==> config.mk <==
export PLATFORM = sky130hd
export DESIGN_NAME = pipe_regchain
export DESIGN_NICKNAME = d
export VERILOG_FILES = /design/src/rtl/pipe_regchain_pkg.sv /design/src/rtl/pipe_regchain_slot.sv /design/src/rtl/pipe_regchain.sv
export SDC_FILE = /design/constraint.sdc
export NUM_CORES = 1
export LEC_CHECK = 0
export BUFFER_PORTS_ARGS = -buffer_cell sky130_fd_sc_hd__buf_2
export CORE_MARGIN = 4
export CORE_UTILIZATION = 25
export DETAILED_ROUTE_END_ITERATION = 7
export PLACE_DENSITY = 0.39
export SLEW_MARGIN = 40
export SYNTH_ARGS = -nofsm -noshare
export SYNTH_HDL_FRONTEND = slang
export SYNTH_HIERARCHICAL = 1
export SYNTH_SLANG_ARGS = --single-unit
==> constraint.sdc <==
create_clock -name clk -period 3.3 [get_ports clk]
set_clock_uncertainty 0.15 [all_clocks]
set_input_delay 0.33 -clock clk [delete_from_list [all_inputs] [get_ports clk]]
set_output_delay 0.33 -clock clk [all_outputs]
set_load 0.01 [all_outputs]
==> src/rtl/pipe_regchain_pkg.sv <==
// pipe_pkg: shared helpers for the pipe_regchain elastic register chain.
// Contents:
//   clog2_cnt(n) - number of bits needed to hold any count 0..n
//                  (the width of the occupancy counter for n stages).
package pipe_pkg;

  // Smallest w with 2**w > n, never less than 1 bit.
  function automatic int clog2_cnt(input int n);
    int w;
    w = 1;
    for (int i = 0; i < 31; i++) begin
      if ((1 << w) <= n) begin
        w = w + 1;
      end
    end
    return w;
  endfunction

endpackage

==> src/rtl/pipe_regchain_slot.sv <==
// pipe_slot: one stage of the pipe_regchain elastic chain.
// Ports:
//   clk, reset  - rising-edge clock, asynchronous active-high reset
//   flush       - synchronous kill of this stage's entry (beats any load)
//   up_valid    - upstream stage is handing over an entry this cycle
//   up_data     - payload offered by upstream
//   dn_ready    - downstream will take this stage's entry this cycle
//   valid, data - stage contents
//   acc         - stage loads on the next edge (empty, or draining downstream)
module pipe_slot
  import pipe_pkg::*;
#(
  parameter int WIDTH      = 32,
  parameter int CLEAR_DATA = 0
) (
  input  logic             clk,
  input  logic             reset,
  input  logic             flush,
  input  logic             up_valid,
  input  logic [WIDTH-1:0] up_data,
  input  logic             dn_ready,
  output logic             valid,
  output logic [WIDTH-1:0] data,
  output logic             acc
);

  // An empty stage always accepts; a full one only when its entry leaves.
  assign acc = ~valid | dn_ready;

  // Flush outranks loading. The payload follows the upstream register
  // whenever the stage accepts, even when no valid entry comes with it.
  always_ff @(posedge clk or posedge reset) begin
    if (reset) begin
      valid <= 1'b0;
      data  <= '0;
    end else if (flush) begin
      valid <= 1'b0;
      if (CLEAR_DATA != 0) begin
        data <= '0;
      end
    end else if (acc) begin
      valid <= up_valid;
      data  <= up_data;
    end
  end

endmodule

==> src/rtl/pipe_regchain.sv <==
// pipe_regchain: STAGES-deep elastic pipeline register with valid/ready
// flow control, bubble collapsing and synchronous flush.
// Ports:
//   clk, reset           - rising-edge clock, asynchronous active-high reset
//   flush                - kill all in-flight entries on the next edge
//   in_valid/in_ready    - upstream handshake; in_ready ignores in_valid
//   in_data              - payload in (WIDTH bits)
//   out_valid/out_ready  - downstream handshake on the last stage
//   out_data             - last stage payload register
//   occupancy            - number of stages currently holding an entry
module pipe_regchain
  import pipe_pkg::*;
#(
  parameter int WIDTH      = 32,
  parameter int STAGES     = 3,
  parameter int CLEAR_DATA = 0
) (
  input  logic                           clk,
  input  logic                           reset,
  input  logic                           flush,
  input  logic                           in_valid,
  output logic                           in_ready,
  input  logic [WIDTH-1:0]               in_data,
  output logic                           out_valid,
  input  logic                           out_ready,
  output logic [WIDTH-1:0]               out_data,
  output logic [clog2_cnt(STAGES)-1:0]   occupancy
);

  localparam int OCC_W = clog2_cnt(STAGES);

  logic [STAGES-1:0] v;
  logic [STAGES-1:0] acc;
  logic [STAGES-1:0] dn_ready;
  logic [STAGES-1:0] up_valid;
  logic [WIDTH-1:0]  d    [STAGES];
  logic [WIDTH-1:0]  up_d [STAGES];

  generate
    for (genvar i = 0; i < STAGES; i++) begin : g_stage
      // Stage i may drain when out_ready is high or any stage from i+1 up
      // to the output holds a bubble. This is acc[i+1] unrolled, so the
      // ready chain is written straight from the valid bits.
      if (i == STAGES - 1) begin : g_last
        assign dn_ready[i] = out_ready;
      end else begin : g_mid
        assign dn_ready[i] = out_ready | ~(&v[STAGES-1:i+1]);
      end

      if (i == 0) begin : g_first
        assign up_valid[i] = in_valid & acc[i];
        assign up_d[i]     = in_data;
      end else begin : g_inner
        assign up_valid[i] = v[i-1] & acc[i];
        assign up_d[i]     = d[i-1];
      end

      pipe_slot #(
        .WIDTH      (WIDTH),
        .CLEAR_DATA (CLEAR_DATA)
      ) u_slot (
        .clk      (clk),
        .reset    (reset),
        .flush    (flush),
        .up_valid (up_valid[i]),
        .up_data  (up_d[i]),
        .dn_ready (dn_ready[i]),
        .valid    (v[i]),
        .data     (d[i]),
        .acc      (acc[i])
      );
    end
  endgenerate

  assign in_ready  = acc[0];
  assign out_valid = v[STAGES-1];
  assign out_data  = d[STAGES-1];

  // Occupancy is a plain popcount of the stage valid bits.
  always_comb begin
    occupancy = '0;
    for (int i = 0; i < STAGES; i++) begin
      occupancy = occupancy + OCC_W'(v[i]);
    end
  end

endmodule

==> results of run 1 <==
## metrics by stage
step | instances | util | worst slack [ns]
after floorplan | 228 | - | 1.72
after global placement | 516 | 0.288 | 1.26
after detailed placement | 516 | 0.288 | 1.25
after CTS | 533 | 0.307 | 1.23
after global routing | 533 | 0.307 | 1.18
final | 533 | 0.307 | 1.28
## state kept, by name, indices dropped and copies added, names as in the netlist
signal                count
g_stage.u_slot/valid      3
g_stage.u_slot/data      96
## synthesized netlist by cell type
cell | n | area [um^2]
dfrtp_1 | 99 | 2480
fa_1 | 1 | 20.0
nor2_1 | 6 | 22.5
nor2b_4 | 3 | 41.3
and2_1 | 3 | 18.8
mux2_2 | 6 | 67.6
mux2_4 | 90 | 1350
nor2_4 | 3 | 33.8
inv_1 | 6 | 22.5
buf_8 | 9 | 135
nand3b_1 | 1 | 7.51
nand2b_1 | 1 | 6.26
## cell families (layout without fill, tap and decap cells)
family / Yosys count / in the layout / synth area share
adders and majority gates: 1 / 1 / 0.00476
buffers and inverters: 15 / 100 / 0.0375
DFF: 99 / 99 / 0.589
muxes: 96 / 96 / 0.337
and+or+nand+nor: 17 / 17 / 0.0310
## final cells by class
| class | instances | area, um^2 |
|---|---|---|
| repair buffers | 78 | 420 |
| fillers | 1634 | 11400 |
| inverters | 6 | 27.5 |
| flip-flops and latches | 99 | 2480 |
| multi-input cells | 114 | 1570 |
| well taps | 220 | 275 |
| clock buffers | 16 | 312 |
## critical path, cell delays in order, from the launching register on
cell and delay, ns:
dfrtp_1 0.43, nor2b_4 0.16, nor2_4 0.57, buf_12 0.27
mux2_4 0.31
## power groups by stage
stage / clock [mW] / combinational [mW] / sequential [mW]
finish: 1.07 / 0.530 / 1.51
global route: 1.17 / 0.575 / 1.54
CTS: 1.12 / 0.546 / 1.52
detailed placement: 0 / 0.543 / 1.54
global placement: 0 / 0.532 / 1.54
floorplan: 0 / 0.350 / 1.54
## placed cells by master, fill, tap and decap left out, types with 2 or more instances in the layout
master,instances
dfrtp_1,99
mux2_4,90
buf_2,72
clkbuf_16,9
clkbuf_8,6
nor2_1,6
mux2_2,6
buf_4,4
and2_1,3
nor2b_4,3
nor2_4,3
inv_1,3
clkinv_2,2
## per-layer routing
layer,vias to the layer above,GRT usage
li1,949,-
met1,1044,0.130
met2,48,0.138
met3,9,0.0252
met4,0,0.0516
met5,-,0
## worst max path at each step
stage / endpoint / cells past startpoint / startpoint
after global placement: g_stage[2].u_slot/data[28] / 4 / g_stage[2].u_slot/valid
after global routing: g_stage[2].u_slot/data[29] / 4 / g_stage[2].u_slot/valid
after CTS: g_stage[2].u_slot/data[18] / 4 / g_stage[2].u_slot/valid
final: g_stage[2].u_slot/data[18] / 4 / g_stage[2].u_slot/valid
after detailed placement: g_stage[2].u_slot/data[18] / 4 / g_stage[2].u_slot/valid
after floorplan: g_stage[0].u_slot/data[0] / 5 / g_stage[2].u_slot/valid
## what timing repair did
item                                    in CTS  in global routing
hold buffers                                 1                  0
endpoints found under the hold margin       33                  0
endpoints found under the setup margin       0                  0
==> run_results.csv, run 1 <==
group,metric,value,unit
outcome,status,"completed",
cells_and_area,area_growth,20.9,%
global_route,grt_max_degree,34,
power_and_ir_drop,combPwrFrac,0.170,
route,drtPass1Iterations,4,
worst_setup_path,cp_data_required_time,3.37,ns
min_path,hold_class,"in2reg",
clocking,clk_pin_slew,0.06,ns
route,met3_length,470,um
timing,final.setup.tns,0,ns
worst_setup_path,critPathKind,"reg2reg",
worst_setup_path,regToRegEndpoint,"g_stage[2].u_slot/data[18]",
clocking,htree_levels,3,
floorplanning,row_count,47,
floorplanning,io_pins,73,
floorplanning,die_h,138,um
worst_setup_path,startpoint_type,"flip-flop",
worst_setup_path,worstPathArrival,2.09,ns
placement,hpwl,5630,um
placement,placed_area,4760,um^2
timing,worst-slew-pin-transition,0.750,ns
min_path,hold-path-cell-count,2,
power_and_ir_drop,p_clk_frac,0.344,
worst_setup_path,worstPathMaxFanout,17,
timing,period_share,0.612,
clocking,numCtsBuffers,9,
worst_setup_path,r2r_setup_slack,1.28,ns
logic_synthesis,avgSynthCellArea,18.4,um^2
floorplanning,die_x,138,um
clocking,insertion_delay,0.34,ns
power_and_ir_drop,switching_power,746,uW
global_route,overflow,0,
logic_synthesis,synth-seq-cells,99,
route,routed.top_layer,"met4",
global_route,track_usage,0.0955,
power_and_ir_drop,p_leak,2.46,nW
route,wl_met2,3840,um
route,vias,2050,
timing,holdWs,0.0671,ns
clocking,clockBufferDepth,2,
route,drt_iter0_markers,67,
clocking,cts_resized,0,
power_and_ir_drop,peakVddDrop,0.000247,V
placement,io_buffers,72,
logic_synthesis,syn-instance-count,228,
clocking,cts_tree,"done",
timing,period_minus_slack,2.02,ns
logic_synthesis,ys_seq_area_frac,0.589,
placement,place.gp.congestion,0.643,
power_and_ir_drop,power_density,613,nW/um^2
floorplanning,coreArea,16500,um^2
timing,finalSetupViolations,0,
timing,fmax,495,MHz
worst_setup_path,r2r_cells,4,
power_and_ir_drop,p_sw_frac,0.240,
logic_synthesis,yosysWarnings,6,
floorplanning,start_util,0.254,
cells_and_area,num_antenna_cells,0,
power_and_ir_drop,p_int,2.37,mW
logic_synthesis,synth.distinct_cells,12,
cells_and_area,fin_area,5080,um^2
timing,rsz0062_at_grt,"no",
route,via_per_inst,3.85,
route,drt-met1-wl,3990,um
worst_setup_path,r2r-start,"g_stage[2].u_slot/valid",
timing,hold_viol_final,0,
worst_setup_path,cp-end-kind,"flip-flop",
timing,drv_slew,0,
global_route,grt_pass1_wl,13300,um
route,detail_route.wirelength,8450,um
clocking,clock_sinks,99,
timing,max_slew_margin,0.499,
route,drc_errors,0,
clocking,ctsRootBufferMaster,"clkbuf_16",
clocking,cts_setup_buffers,0,
cells_and_area,fin_nets,346,
route,post_drt_wl_per_cell,15.9,um
floorplanning,dieArea,19000,um^2
min_path,hp-start,"in_data[28]",
global_route,grt_pass1_vias,2307,
min_path,hold_end,"g_stage[0].u_slot/data[28]",
flow_run,maxCapViolCount,0,
logic_synthesis,syn_area,4200,um^2
power_and_ir_drop,finalPower,3.11,mW
route,ant_nets,0,
cells_and_area,drive_gt1_frac,0.629,
power_and_ir_drop,seq_power_share,0.486,
global_route,antenna_found_initial,0,
logic_synthesis,synth_fp_nets,266,
Note: power is estimated with default switching activity, not from simulation.
==> inputs of run 2 (changes only) <==
==> constraint.sdc (replaced) <==
create_clock -name clk -period 2 [get_ports clk]
set_clock_uncertainty 0.15 [all_clocks]
set_input_delay 0.2 -clock clk [delete_from_list [all_inputs] [get_ports clk]]
set_output_delay 0.2 -clock clk [all_outputs]
set_load 0.01 [all_outputs]
==> run 2 against run 1 <==
  * Clock power up 67%
  * Hold slack worse by 0.039 ns
  * Total power up 68%
  * Setup slack worse by 1.1 ns
  * Critical path type is now reg2out
  * Via count up 5.9%
  * Global-route usage up 0.60 points
  * Non-clock buffer count up 38
  * Sequential power up 65%
  * Utilization up 2.3 points
  * Wire length up 4.9%
  * Final area up 7.4%
==> run_results.csv, run 2 (synthesis gave the netlist of run 1 again) <==
group,metric,value,unit
placement,io_buffers,72,
cells_and_area,num_antenna_cells,0,
worst_setup_path,worstPathArrival,1.45,ns
global_route,grt_pass1_vias,2457,
worst_setup_path,cp-end-kind,"primary output",
worst_setup_path,crit_path_top_delay_cell,"fa_1",
global_route,grtUsageMet2,0.153,
timing,rsz0062_at_grt,"no",
route,ant_nets,0,
timing,hold_viol_final,0,
timing,finalSetupViolations,0,
floorplanning,coreArea,16500,um^2
flow_run,maxCapViolCount,0,
clocking,clockBufferDepth,2,
global_route,grt_max_degree,28,
global_route,track_usage,0.102,
clocking,htree_levels,3,
placement,hpwl,5940,um
route,drtPass1Iterations,4,
route,vias,2171,
floorplanning,die_x,138,um
worst_setup_path,critPathKind,"reg2out",
cells_and_area,area_growth,29.9,%
worst_setup_path,worstPathMaxFanout,5,
floorplanning,io_pins,73,
power_and_ir_drop,peakVddDrop,0.000454,V
power_and_ir_drop,finalPower,5.22,mW
power_and_ir_drop,power_density,956,nW/um^2
worst_setup_path,endpoint,"occupancy[0]",
cells_and_area,fin_nets,384,
floorplanning,start_util,0.254,
global_route,busiest_layer,"met2",
timing,final.setup.tns,0,ns
cells_and_area,largest_register_ffs,96,
global_route,use_met1,0.135,
power_and_ir_drop,switching_power,1.28,mW
cells_and_area,top_regs,"g_stage.u_slot/data (96), g_stage.u_slot/valid (3)",
global_route,antenna_found_initial,0,
timing,period_share,0.901,
timing,worst-slew-pin-transition,0.685,ns
clocking,numCtsBuffers,9,
clocking,ctsRootBufferMaster,"clkbuf_16",
timing,drv_slew,0,
power_and_ir_drop,p_int,3.94,mW
worst_setup_path,crit_start,"g_stage[2].u_slot/valid",
worst_setup_path,startpoint_type,"flip-flop",
cells_and_area,final_common_cell,"dfrtp_1",
global_route,grtUsageMet3,0.0303,
clocking,cts_tree,"done",
route,post_drt_wl_per_cell,15.6,um
clocking,clk_pin_slew,0.06,ns
power_and_ir_drop,p_leak,2.63,nW
worst_setup_path,regToRegEndpoint,"g_stage[0].u_slot/data[7]",
power_and_ir_drop,seq_power_share,0.476,
power_and_ir_drop,p_sw_frac,0.244,
floorplanning,row_count,47,
floorplanning,dieArea,19000,um^2
timing,holdWs,0.0280,ns
placement,place.gp.congestion,0.623,
route,drt_iter0_markers,49,
cells_and_area,fill_cells,1637,
worst_setup_path,r2r_setup_slack,0.34,ns
min_path,hold_class,"in2reg",
floorplanning,die_h,138,um
route,via_per_inst,3.81,
global_route,overflow,0,
worst_setup_path,r2r-start,"g_stage[2].u_slot/valid",
worst_setup_path,worst-path-buf-inv,1,
worst_setup_path,crit_path_cell_trace,"fa_1 > buf_2",
cells_and_area,mostFrequentLayoutCells,"dfrtp_1, mux2_4, buf_2",
worst_setup_path,cpPeakStageDelay,0.55,ns
worst_setup_path,r2r_cells,5,
timing,max_slew_margin,0.543,
power_and_ir_drop,combPwrFrac,0.180,
clocking,insertion_delay,0.35,ns
worst_setup_path,cp_data_required_time,1.65,ns
cells_and_area,top_register,"g_stage.u_slot/data",
outcome,status,"completed",
power_and_ir_drop,p_clk_frac,0.344,
worst_setup_path,cp_num_cells,2,
clocking,cts_setup_buffers,0,
route,drc_errors,0,
clocking,cts_resized,0,
global_route,grt_pass1_wl,14200,um
timing,fmax,555,MHz
worst_setup_path,cpLargestDelayFamily,"adder cells",
timing,period_minus_slack,1.80,ns
route,detail_route.wirelength,8870,um
clocking,clock_sinks,99,
cells_and_area,drive_gt1_frac,0.577,
run 2: cell types whose count changed in the layout (fill, tap and decap cells not counted), sizes merged:
cell         previous run  this run
clkbuf                 16        12
dlygate4sd3             1        33
bufinv                  0         1
inv                     4         6
buf                    77        83
run 2: per-stage QoR:
step	worst slack [ns]	utilization	area, um^2	cells
2_1_floorplan	0.422	-	4200	228
3_3_place_gp	0.380	0.292	4820	522
3_5_place_dp	0.358	0.292	4820	522
4_1_cts	0.164	0.330	5460	570
5_1_grt	0.101	0.330	5460	570
6_report	0.199	0.330	5460	570
run 2: area by class of cell:
type,instances,area [um^2],share of cell area
multi-input combinational,114,1570,0.287
sequential,99,2480,0.454
inverter,6,22.5,0.00413
tap,220,275,0.0504
clock inverter,3,47.5,0.00871
clock buffer,12,256,0.0470
timing repair buffer,116,811,0.149
run 2: timing repair:
item | 4_1_cts | 5_1_grt
hold buffers | 33 | 0
hold endpoints to repair | 90 | 0
setup endpoints to repair | 0 | 0
run 2: power groups by stage:
stage / logic, mW / clock network (mW) / registers [mW]
floorplan: 0.578 / 0 / 2.54
global placement: 0.900 / 0 / 2.52
detailed placement: 0.913 / 0 / 2.53
CTS: 0.964 / 1.87 / 2.49
global route: 1.02 / 1.96 / 2.53
finish: 0.940 / 1.79 / 2.49
run 2: routing by layer:
metal,wire (um),up-vias
met2,4080,49
met3,391,12
met1,4230,1090
li1,-,1020
met4,159,0
met5,0,-
run 2: worst min-delay path by stage:
| stage | startpoint | end | depth (start not counted) |
|---|---|---|---|
| 2_1_floorplan | flush | g_stage[0].u_slot/valid | 1 |
| 3_3_place_gp | reset | g_stage[2].u_slot/data[25] | 2 |
| 3_5_place_dp | reset | g_stage[1].u_slot/data[10] | 2 |
| 4_1_cts | flush | g_stage[0].u_slot/valid | 2 |
| 5_1_grt | flush | g_stage[2].u_slot/valid | 2 |
| 6_report | flush | g_stage[0].u_slot/valid | 2 |
==> inputs of run 3 (changes only) <==
--- a/config.mk
+++ b/config.mk
@@ -5,7 +5,7 @@
 export SDC_FILE = /design/constraint.sdc
 export NUM_CORES = 1
 export LEC_CHECK = 0
-export BUFFER_PORTS_ARGS = -buffer_cell sky130_fd_sc_hd__buf_2
+export BUFFER_PORTS_ARGS = -buffer_cell sky130_fd_sc_hd__clkbuf_2
 export CORE_MARGIN = 4
 export CORE_UTILIZATION = 25
 export DETAILED_ROUTE_END_ITERATION = 7
==> run 3 against run 2 <==
  * Final area up 0.30%
  * Hold slack gained 0.024 ns
  * Utilization is 0.098 points higher
  * Global-route usage fell by 0.19 points
  * Non-clock buffer count did not move
  * Fmax about the same
  * Setup slack better by 0.00059 ns
  * Die area unchanged
  * Critical path type unchanged
==> run_results.csv, run 3 (synthesis gave the netlist of run 1 again) <==
group,metric,value,unit
outcome,status,"completed",
cells_and_area,fill_cells,1644,
floorplanning,coreArea,16500,um^2
flow_run,maxCapViolCount,0,
clocking,clock_sinks,99,
floorplanning,start_util,0.254,
global_route,track_usage,0.0996,
cells_and_area,top_register,"g_stage.u_slot/data",
worst_setup_path,worstPathMaxFanout,5,
route,drt_iter0_markers,62,
clocking,clockBufferDepth,2,
timing,finalWorstSetupSlack,0.199,ns
route,vias,2180,
global_route,antenna_found_initial,0,
placement,hpwl,5880,um
cells_and_area,stdcell_count,571,
cells_and_area,largest_register_ffs,96,
worst_setup_path,r2r_setup_slack,0.37,ns
power_and_ir_drop,power_density,967,nW/um^2
floorplanning,io_pins,73,
worst_setup_path,worst-path-buf-inv,1,
clocking,ctsRootBufferMaster,"clkbuf_16",
floorplanning,dieArea,19000,um^2
worst_setup_path,startpoint_type,"flip-flop",
cells_and_area,area_growth,30.2,%
placement,pre_cts_ws,0.357,ns
power_and_ir_drop,finalPower,5.29,mW
route,via_per_inst,3.82,
cells_and_area,fin_nets,384,
clocking,cts_resized,0,
clocking,numCtsBuffers,9,
global_route,grt_pass1_vias,2482,
power_and_ir_drop,seq_power_share,0.470,
route,ant_nets,0,
clocking,clk_pin_slew,0.06,ns
placement,io_buffers,72,
timing,holdWs,0.0520,ns
cells_and_area,num_antenna_cells,0,
global_route,overflow,0,
timing,drv_slew,0,
worst_setup_path,crit_path_top_delay_cell,"fa_1",
timing,period_minus_slack,1.80,ns
timing,max_slew_margin,0.540,
cells_and_area,final_common_cell,"dfrtp_1",
floorplanning,die_x,138,um
clocking,cts_tree,"done",
worst_setup_path,cpPeakStageDelay,0.55,ns
floorplanning,row_count,47,
min_path,hold_class,"in2reg",
cells_and_area,drive_gt1_frac,0.575,
timing,hold_viol_final,0,
placement,place.gp.congestion,0.631,
worst_setup_path,crit_path_cell_trace,"fa_1 > clkbuf_2",
timing,final.setup.tns,0,ns
timing,period_share,0.900,
timing,rsz0062_at_grt,"no",
clocking,htree_levels,3,
power_and_ir_drop,p_clk_frac,0.354,
power_and_ir_drop,p_sw_frac,0.237,
clocking,insertion_delay,0.35,ns
power_and_ir_drop,p_leak,2.65,nW
route,detail_route.wirelength,8610,um
worst_setup_path,critPathKind,"reg2out",
worst_setup_path,cp_data_required_time,1.65,ns
floorplanning,die_h,138,um
worst_setup_path,cp-end-kind,"primary output",
power_and_ir_drop,combPwrFrac,0.177,
cells_and_area,top_regs,"g_stage.u_slot/data (96), g_stage.u_slot/valid (3)",
global_route,grt_max_degree,28,
timing,fmax,555,MHz
power_and_ir_drop,switching_power,1.26,mW
power_and_ir_drop,peakVddDrop,0.000373,V
worst_setup_path,cpLargestDelayFamily,"adder cells",
cells_and_area,mostFrequentLayoutCells,"dfrtp_1, mux2_4, clkbuf_2",
placement,dp.cells,522,
route,drtPass1Iterations,4,
route,drc_errors,0,
worst_setup_path,worstPathArrival,1.45,ns
power_and_ir_drop,p_int,4.04,mW
global_route,grt_pass1_wl,14000,um
timing,worst-slew-pin-transition,0.689,ns
timing,finalSetupViolations,0,
route,post_drt_wl_per_cell,15.1,um
## run 3: changes by cell type in the layout (fill, tap and decap cells not counted), sizes merged
cell and delta:
buf -72, bufinv +1, clkbuf +72
## run 3: through the flow
step | util | instance area [um^2]
floorplan | - | 4200
global placement | 0.292 | 4820
detailed placement | 0.292 | 4820
CTS | 0.331 | 5480
global route | 0.331 | 5480
finish | 0.331 | 5480
## run 3: routing by layer
metal | part of all wire | vias up | global-route usage
met4 | 0.020 | 0 | 0.0432
met5 | 0 | - | 0
met3 | 0.048 | 13 | 0.0310
met1 | 0.48 | 1097 | 0.130
met2 | 0.45 | 48 | 0.151
li1 | - | 1022 | -
## run 3: repair_timing
action | CTS | global route
hold endpoints to repair | 90 | 0
hold buffers | 33 | 0
setup buffers | 0 | 0
## run 3: layout make-up
type	instances	area (um^2)	share of cell area
clock buffer	12	246	0.0450
clock inverter	4	73.8	0.0135
inverter	6	22.5	0.00411
multi-input combinational	114	1570	0.287
sequential	99	2480	0.452
tap	220	275	0.0503
timing repair buffer	116	811	0.148
## run 3: worst paths after layout
check / endpoint / depth (start not counted) / from
worst max-delay path: occupancy[0] / 2 / g_stage[2].u_slot/valid
worst min-delay path: g_stage[0].u_slot/valid / 4 / in_valid
worst max register to register: g_stage[0].u_slot/data[7] / 5 / g_stage[2].u_slot/valid
worst min register to register: g_stage[0].u_slot/data[7] / 1 / g_stage[0].u_slot/data[7]
max in group asynchronous: g_stage[0].u_slot/data[6] / 4 / reset
min in group asynchronous: g_stage[2].u_slot/data[25] / 3 / reset
## run 3: worst min-delay path: stages
cell and delay (ns):
clkbuf_2 0.07, and2_1 0.12, nor2_1 0.04, nor2_1 0.07
## run 3: power groups by stage
stage               Combinational (mW)  Sequential, mW  Clock, mW
floorplan                        0.578            2.54          0
global placement                 0.897            2.53          0
detailed placement               0.905            2.53          0
CTS                              0.960            2.50       1.95
global route                      1.01            2.53       2.03
finish                           0.935            2.49       1.87
